File: src/rtl/time_sync_rx.sv
// Serial time-sync receiver: 8N1 UART bytes framed as A5 + 8-byte Unix time (MSB first),
// loaded into intertime with a one-cycle strobe. Define TIME_SYNC_CHECKSUM_EN for an XOR checksum byte.
module time_sync_rx #(
  parameter int CLK_HZ        = 50000000,
  parameter int BAUD          = 115200,
  parameter int TIMEOUT_BYTES = 4
) (
  input  logic        clk,
  input  logic        rst_n,
  input  logic        uart_rx,
  output logic        issetintertime,
  output logic [63:0] intertime,
  output logic        frame_err,
  output logic        busy
);

  function automatic int div_round(input int num, input int den);
    return (num + den / 2) / den;
  endfunction

  localparam int DIV      = div_round(CLK_HZ, BAUD);
  localparam int HALF     = DIV / 2;
  localparam int CNT_W    = $clog2(DIV + 1);
  localparam int TO_LIMIT = TIMEOUT_BYTES * 10 * DIV;
  localparam int TO_W     = $clog2(TO_LIMIT + 1);

  localparam logic [CNT_W-1:0] DIV_LAST  = CNT_W'(DIV - 1);
  localparam logic [CNT_W-1:0] HALF_LAST = CNT_W'(HALF - 1);
  localparam logic [TO_W-1:0]  TO_MAX    = TO_W'(TO_LIMIT);
  localparam logic [7:0]       SYNC_BYTE = 8'hA5;

`ifdef TIME_SYNC_CHECKSUM_EN
  localparam int SHADOW_W = 64;
  typedef enum logic [1:0] {ST_WAIT_SYNC, ST_PAYLOAD, ST_CHECK, ST_LOAD} fr_state_t;
`else
  // Without a checksum the 8th byte goes straight to intertime, so only 7 bytes are held.
  localparam int SHADOW_W = 56;
  typedef enum logic [1:0] {ST_WAIT_SYNC, ST_PAYLOAD, ST_LOAD} fr_state_t;
`endif

  typedef enum logic [1:0] {RX_IDLE, RX_START, RX_DATA, RX_STOP} rx_state_t;

  logic                rx_meta, rx_sync, rx_prev;
  rx_state_t           rx_state, rx_state_nx;
  logic [CNT_W-1:0]    bit_cnt;
  logic [2:0]          bit_idx;
  logic [7:0]          rx_shift;
  logic                half_tick, bit_tick;
  logic                byte_vld, byte_err;
  logic [7:0]          rx_byte;

  fr_state_t           state, state_nx;
  logic [2:0]          pay_idx;
  logic [SHADOW_W-1:0] shadow;
  logic [63:0]         frame_word;
  logic [TO_W-1:0]     to_cnt;
  logic                in_frame, timeout, err_evt;
`ifdef TIME_SYNC_CHECKSUM_EN
  logic [7:0]          acc;
`endif

  // Two-flop synchronizer plus one history flop for start-edge detection.
  always_ff @(posedge clk or negedge rst_n) begin
    if (!rst_n) begin
      rx_meta <= 1'b1;
      rx_sync <= 1'b1;
      rx_prev <= 1'b1;
    end else begin
      rx_meta <= uart_rx;
      rx_sync <= rx_meta;
      rx_prev <= rx_sync;
    end
  end

  assign half_tick = (bit_cnt == HALF_LAST);
  assign bit_tick  = (bit_cnt == DIV_LAST);

  always_ff @(posedge clk or negedge rst_n) begin
    if (!rst_n) rx_state <= RX_IDLE;
    else        rx_state <= rx_state_nx;
  end

  always_comb begin
    rx_state_nx = rx_state;
    case (rx_state)
      RX_IDLE:  if (rx_prev && !rx_sync) rx_state_nx = RX_START;
      RX_START: if (half_tick) rx_state_nx = rx_sync ? RX_IDLE : RX_DATA;
      RX_DATA:  if (bit_tick && bit_idx == 3'd7) rx_state_nx = RX_STOP;
      RX_STOP:  if (bit_tick) rx_state_nx = RX_IDLE;
      default:  rx_state_nx = RX_IDLE;
    endcase
  end

  always_ff @(posedge clk or negedge rst_n) begin
    if (!rst_n) begin
      bit_cnt  <= '0;
      bit_idx  <= '0;
      rx_shift <= '0;
    end else begin
      if (rx_state == RX_IDLE || (rx_state == RX_START && half_tick) || bit_tick)
        bit_cnt <= '0;
      else
        bit_cnt <= bit_cnt + CNT_W'(1);
      if (rx_state == RX_START) begin
        bit_idx <= '0;
      end else if (rx_state == RX_DATA && bit_tick) begin
        rx_shift <= {rx_sync, rx_shift[7:1]};
        bit_idx  <= bit_idx + 3'd1;
      end
    end
  end

  always_comb begin
    byte_vld = (rx_state == RX_STOP) && bit_tick && rx_sync;
    byte_err = (rx_state == RX_STOP) && bit_tick && !rx_sync;
    rx_byte  = rx_shift;
  end

  // Frame layer: the gap timer only runs between bytes of an accepted frame.
`ifdef TIME_SYNC_CHECKSUM_EN
  assign in_frame   = (state == ST_PAYLOAD) || (state == ST_CHECK);
  assign frame_word = shadow;
`else
  assign in_frame   = (state == ST_PAYLOAD);
  assign frame_word = {shadow, rx_byte};
`endif
  assign timeout = in_frame && (to_cnt == TO_MAX) && !byte_vld && !byte_err;

  always_ff @(posedge clk or negedge rst_n) begin
    if (!rst_n) state <= ST_WAIT_SYNC;
    else        state <= state_nx;
  end

  always_comb begin
    state_nx = state;
    err_evt  = 1'b0;
    case (state)
      ST_WAIT_SYNC: begin
        if (byte_err) err_evt = 1'b1;
        else if (byte_vld && rx_byte == SYNC_BYTE) state_nx = ST_PAYLOAD;
      end
      ST_PAYLOAD: begin
        if (byte_err || timeout) begin
          err_evt  = 1'b1;
          state_nx = ST_WAIT_SYNC;
        end else if (byte_vld && pay_idx == 3'd7) begin
`ifdef TIME_SYNC_CHECKSUM_EN
          state_nx = ST_CHECK;
`else
          state_nx = ST_LOAD;
`endif
        end
      end
`ifdef TIME_SYNC_CHECKSUM_EN
      ST_CHECK: begin
        if (byte_err || timeout || (byte_vld && rx_byte != acc)) begin
          err_evt  = 1'b1;
          state_nx = ST_WAIT_SYNC;
        end else if (byte_vld) begin
          state_nx = ST_LOAD;
        end
      end
`endif
      ST_LOAD: begin
        // Behaves like WAIT_SYNC so a byte completing here is still honoured.
        state_nx = ST_WAIT_SYNC;
        if (byte_err) err_evt = 1'b1;
        else if (byte_vld && rx_byte == SYNC_BYTE) state_nx = ST_PAYLOAD;
      end
      default: state_nx = ST_WAIT_SYNC;
    endcase
  end

  always_comb begin
    issetintertime = (state == ST_LOAD);
    busy           = (state != ST_WAIT_SYNC);
  end

  always_ff @(posedge clk or negedge rst_n) begin
    if (!rst_n) begin
      pay_idx   <= '0;
      shadow    <= '0;
      to_cnt    <= '0;
      intertime <= '0;
      frame_err <= 1'b0;
`ifdef TIME_SYNC_CHECKSUM_EN
      acc       <= '0;
`endif
    end else begin
      frame_err <= err_evt;
      if (state_nx == ST_PAYLOAD && state != ST_PAYLOAD) begin
        pay_idx <= '0;
`ifdef TIME_SYNC_CHECKSUM_EN
        acc     <= '0;
`endif
      end else if (state == ST_PAYLOAD && byte_vld) begin
        shadow  <= {shadow[SHADOW_W-9:0], rx_byte};
        pay_idx <= pay_idx + 3'd1;
`ifdef TIME_SYNC_CHECKSUM_EN
        acc     <= acc ^ rx_byte;
`endif
      end
      // Load on entry so the strobe cycle already presents the new time.
      if (state_nx == ST_LOAD) intertime <= frame_word;
      if (!in_frame || byte_vld)  to_cnt <= '0;
      else if (to_cnt != TO_MAX)  to_cnt <= to_cnt + TO_W'(1);
    end
  end

endmodule

File: config.mk
export PLATFORM = sky130hd
export DESIGN_NAME = time_sync_rx
export DESIGN_NICKNAME = d
export VERILOG_FILES = /design/src/rtl/time_sync_rx.sv
export SDC_FILE = /design/constraint.sdc
export NUM_CORES = 1
export LEC_CHECK = 0
export ABC_AREA = 0
export CORE_MARGIN = 5
export CORE_UTILIZATION = 57
export CTS_CLUSTER_SIZE = 30
export DETAILED_ROUTE_END_ITERATION = 6
export PLACE_DENSITY = 0.81
export RECOVER_POWER = 25
export SYNTH_ARGS = -nofsm -noshare
export SYNTH_HDL_FRONTEND = slang
export SYNTH_SLANG_ARGS = --single-unit
File: constraint.sdc
create_clock -name clk -period 2.82 [get_ports clk]
set_clock_uncertainty 0.1 [all_clocks]
set_input_delay 0.423 -clock clk [delete_from_list [all_inputs] [get_ports clk]]
set_output_delay 0.423 -clock clk [all_outputs]
set_load 0.05 [all_outputs]
=== Yosys cells after proc, flatten, opt, wreduce, memory -nomap -nowiden ===
Cells that the tools add are included.
Widths: inputs -> output; s select.

* Register bits after elaboration: 166

* $add $sub $neg: 4
* Equality and inequality tests: 19
* Muxes and demuxes: 23
* Bitwise operators: 2
* Reduce and logical (&&, ||, !) cells: 32

{| class="wikitable"
|+ Operator list
! cell !! count
|-
| $mux 15 || 2
|-
| $mux 2 || 9
|-
| $add 15x1->15 const B || 1
|-
| $eq 15x15->1 const B || 1
|-
| $ne 15x15->1 const B || 1
|-
| $logic_and 1x1->1 || 14
|-
| $mux 3 || 4
|-
| $add 9x1->9 const B || 1
|-
| $eq 9x8->1 const B || 1
|-
| $eq 9x9->1 const B || 1
|-
| $mux 9 || 1
|-
| $eq 2x2->1 const B || 4
|-
| $eq 8x8->1 const B || 1
|-
| $ne 2x2->1 const B || 4
|-
| $pmux 2 s4 || 1
|-
| $reduce_bool 2->1 || 4
|-
| $add 3x1->3 const B || 2
|-
| $eq 2x1->1 const B || 3
|-
| $eq 3x3->1 const B || 2
|-
| $pmux 2 s3 || 1
|-
| $logic_not 1->1 || 4
|-
| $logic_not 2->1 || 2
|-
| $logic_or 1x1->1 || 4
|-
| $mux 1 || 4
|-
| 6 further kinds || 8
|}

=== Depth between registers and ports, before layout ===
Gate-level depths: netlist (run 1).

* Word-level depth: 13
* Depth in mapped cells: 10
* Gate-level depth less buffers: 6

=== Least setup slack after synthesis (run 1) ===
No wires, ideal clock.

* Kind: reg-to-reg
* From: register bit_cnt[0]
* To: register intertime[10]
* Data arrival time: 1800 ps
* Required time: 2595 ps
* Setup slack: 795 ps
* Stages on the path, launching flop included: 9
* Path buffers: 3
* Period minus slack after synthesis: 2025 ps
* Cells stage by stage: dfrtp_1 -> ha_1 -> and4bb_1 -> buf_2 -> and4_1 -> buf_4 -> nand2_8 -> buf_6 -> mux2_4

* Word-level cells in the longest chain between the ends: 10

{| class="wikitable"
|+ Ends and longest elaborated chain
! element !! RTL line !! source
|-
| start, declared || 45 || <nowiki>logic [CNT_W-1:0] bit_cnt;</nowiki>
|-
| start signal, assigned || 103 || <nowiki>bit_cnt <= bit_cnt + CNT_W'(1);</nowiki>
|-
| $eq 9x9->1 * || 76 || <nowiki>assign bit_tick = (bit_cnt == DIV_LAST);</nowiki>
|-
| $logic_and 1x1->1 * || 114, 115 ||
|-
| $logic_and 1x1->1 || 114 || <nowiki>byte_vld = (rx_state == RX_STOP) && bit_tick && rx_sync;</nowiki>
|-
| $logic_not 1->1 || 127 || <nowiki>assign timeout = in_frame && (to_cnt == TO_MAX) && !byte_vld && !byte_err;</nowiki>
|-
| $logic_and 1x1->1 (2 in series) || 127 ||
|-
| $logic_or 1x1->1 || 143 || <nowiki>if (byte_err || timeout) begin</nowiki>
|-
| $mux 2 || 143 ||
|-
| $pmux 2 s3 * || 137 || <nowiki>case (state)</nowiki>
|-
| $eq 2x2->1 * || 204 || <nowiki>if (state_nx == ST_LOAD) intertime <= frame_word;</nowiki>
|-
| end signal, assigned || 204 ||
|-
| end, declared || 12 || <nowiki>output logic [63:0] intertime,</nowiki>
|}

Every way passes the cells marked *; elsewhere a longest branch is shown, timed or not.
A chain may end at the register's enable or synchronous reset.

=== Worst setup path in the final report (run 1) ===
* From: register bit_cnt[1]
* To: register intertime[34]

Same word-level chain as after synthesis.

==> results of run 1 <==
-- stage by stage --
step | instances | area [um2] | utilization [%] | setup slack [ns]
2_1_floorplan | 593 | 7000 | - | 0.795
3_3_place_gp | 788 | 7780 | 64.8 | 0.521
3_5_place_dp | 788 | 7780 | 64.8 | 0.414
4_1_cts | 820 | 8350 | 69.5 | 0.394
5_1_grt | 820 | 8340 | 69.4 | 0.241
6_report | 820 | 8340 | 69.4 | 0.389
-- power groups by stage --
stage / clock, uW / combinational [uW] / sequential [uW]
after detailed placement: 0 / 180 / 2530
after CTS: 2250 / 184 / 2490
final: 2210 / 178 / 2490
after global routing: 2380 / 206 / 2500
after floorplan: 0 / 108 / 2520
after global placement: 0 / 173 / 2530
-- Yosys cell counts (8+ instances only) --
master and instances:
clkbuf_1 13, dfrtp_1 163, ha_1 9, inv_1 12, mux2_2 12, mux2_4 60, nand2_1 184, nand3_1 8
nand4_1 13, nor2_1 28, xnor2_1 12, xor2_1 8
-- flip-flops by register name, indices dropped and copies added, names as in the netlist, 2 cells and up, named ones only --
signal,count
bit_idx,3
bit_cnt,9
pay_idx,3
rx_byte,8
to_cnt,15
intertime,64
shadow,56
state,2
-- area by class of cell --
cell class / count / share of cell area [%]
Timing Repair Buffer: 75 / 8.94
Tap cell: 147 / 2.20
Sequential cell: 166 / 49.8
Inverter: 12 / 0.540
Clock buffer: 24 / 5.53
Multi-Input combinational cell: 389 / 31.8
Clock inverter: 7 / 1.18
-- kinds of logic after synthesis --
kind of cell    Yosys count
mux                      73
flops                   166
xor+xnor                 20
buf+inv                  38
fa+ha+maj                 9
simple gates            266
compound gates           21
-- timing repair --
| action | in CTS | in global routing |
|---|---|---|
| hold buffers | 1 | 0 |
| hold endpoints to repair | 63 | 0 |
| setup endpoints to repair | 0 | 0 |
| gates resized for setup | 0 | 0 |
-- worst max path at each step --
| stage | end | slack, ns | cells past startpoint |
|---|---|---|---|
| floorplan | intertime[10]$_DFFE_PN0N_ | 0.80 | 8 |
| global placement | intertime[61]$_DFFE_PN0N_ | 0.52 | 6 |
| detailed placement | intertime[38]$_DFFE_PN0N_ | 0.41 | 6 |
| CTS | intertime[27]$_DFFE_PN0N_ | 0.39 | 6 |
| finish | intertime[34]$_DFFE_PN0N_ | 0.39 | 6 |
| global route | to_cnt[13]$_DFFE_PN0P_ | 0.24 | 3 |
-- routing by layer --
metal	global-route usage [%]	share of wire [%]	vias to the layer above
met5	0	0	-
met4	7.22	1.8	0
met3	4.96	4.0	19
met2	32.7	50	91
met1	26.3	44	2230
li1	-	-	2096
-- critical path: stages, from the launching register on --
cell,delay [ns]
dfrtp_1,0.40
inv_1,0.09
ha_1,0.14
and4bb_1,0.34
and4_2,0.35
nand2_8,0.38
mux2_4,0.46
==> flow_summary_export.csv, run 1 <==
group,metric,value,unit
run_status,status,"finished, violations left",
run_status,violations,"max-capacitance violations, max-slew violations",
power_and_ir_drop,vdd_drop_max,534,uV
synth,ys_warn_count,0,
floorplanning,dieWidth,121,um
critical_path,worstReg2RegStart,"bit_cnt[1]$_DFF_PN0_",
placement,gp_congestion,0.842,
critical_path,end_kind,"register",
sta,whs,0.266,ns
critical_path,critical_path_required,3.03,ns
cells_and_area,nFillCells,840,
synth,yosys.area_share.simple,16.8,%
grt,grt_start_max_net_pins,67,
cts,clock_path_buffers,2,
cells_and_area,diodes,0,
route,drtIter0Drc,390,
cells_and_area,syn_to_final_growth,19.1,%
route,wl_per_cell,16.4,um
sta,finalCritPeriodShare,86.2,%
sta,setup_viol,0,
synth,synth_edf_count,0,
synth,synth_compound_area_share,1.91,%
placement,portBuffers,69,
cells_and_area,final_common_cell,"nand2_1",
min_path,holdPathStages,0,
cts,cts_sinks,166,
cells_and_area,multiInputGateArea,2650,um2
cts,clock-root-buffer,"clkbuf_16",
cts,cts_htree_levels,4,
route,wirelength,13400,um
sta,max_clock_freq,411,MHz
min_path,whs_endpoint,"rx_sync$_DFF_PN1_",
sta,finalCriticalPeriod,2.43,ns
synth,syn_area,7000,um2
cts,postCtsSetupBuffers,0,
sta,relSlewSlack,-8.30,%
cells_and_area,fin_nets,673,
power_and_ir_drop,power.total,4880,uW
grt,overflow,0,
route,vias_per_cell,5.41,
synth,synth_top_family_by_area,"simple AND/OR/NAND/NOR gates",
synth,netlist_instances,593,
cells_and_area,seq_area,4160,um2
power_and_ir_drop,intPower,3830,uW
power_and_ir_drop,switching_share,21.5,%
cts,numCtsBuffers,17,
grt,antenna_found_initial,0,
synth,synth_top_area_share,58.2,%
synth,ys_top_cells_by_area,"dfrtp_1 (58%), mux2_4 (13%), nand2_1 (9.9%), mux2_2 (1.9%), ha_1 (1.6%)",
critical_path,crit_path_start_kind,"register",
floorplanning,fp.dieH,121,um
cts,tritoncts,"done",
synth,async_flop_share,100,%
sta,finalHoldViolations,0,
route,ant_nets,0,
sta,tns,0,ns
synth,synthesis.nets,605,
critical_path,worstPathMaxFanout,64,
synth,yosysSeqAreaShare,59.4,%
grt,grt_first_pass_wirelength,23000,um
power_and_ir_drop,leakagePower,0.00426,uW
critical_path,r2r-end,"intertime[34]$_DFFE_PN0N_",
floorplanning,initial_core_util,58.3,%
route,dr.pass1.iters,4,
route,vias,4436,
cts,path_clk_slew,0.06,ns
cells_and_area,drive_gt1_share,16.2,%
min_path,hp-start,"rx_meta$_DFF_PN1_",
synth,yosys.area_share.adder,1.61,%
synth,ys_types,43,
sta,rsz0062_at_grt,"no",
synth,ys_ff_latch,166,
critical_path,crit_type,"register to register",
placement,dp_hpwl,8620,um
synth,synth_flop_cell,"dfrtp_1",
critical_path,critPathLaunch,"bit_cnt[1]$_DFF_PN0_",
power_and_ir_drop,power_density,585,nW/um2
cells_and_area,final_cell_mix,"nand2_1 (184), dfrtp_1 (163), clkdlybuf4s50_1 (67)",
sta,tightest_slew,1.62,ns
critical_path,ff2ff_setup_slack,0.39,ns
floorplanning,io_pins,70,
floorplanning,core_area,12000,um2
power_and_ir_drop,pwr-share-seq,51.1,%
synth,synthXorXnorAreaFrac,2.50,%
grt,grt_pass1_vias,4561,
cts,insertion_delay,0.42,ns
critical_path,reg2reg_depth,6,
sta,slew_viol_final,66,
synth,synthMuxAreaShare,14.9,%
floorplanning,rows,40,
route,drc_errors,0,
floorplanning,die_area,14600,um2
power_and_ir_drop,p_comb_share,3.6,%
critical_path,cp.arrival,2.64,ns
min_path,hp-class,"register to register",
flow_run,maxCapViolations,1,
synth,synth_top_cell_by_area,"dfrtp_1",
power_and_ir_drop,p_sw,1050,uW
synth,syn_area_per_cell,11.8,um2
grt,grt_use_total,20.1,%
power_and_ir_drop,p_clk_share,45.2,%
No activity file was read; power rests on OpenSTA's default activity.
==> inputs of run 2 (changes only) <==
--- a/config.mk
+++ b/config.mk
@@ -6,6 +6,7 @@
 export NUM_CORES = 1
 export LEC_CHECK = 0
 export ABC_AREA = 0
+export CAP_MARGIN = 20
 export CORE_MARGIN = 5
 export CORE_UTILIZATION = 57
 export CTS_CLUSTER_SIZE = 30
==> results of run 2 <==
No change in the layout: final DEF, timing and power equal those of run 1.
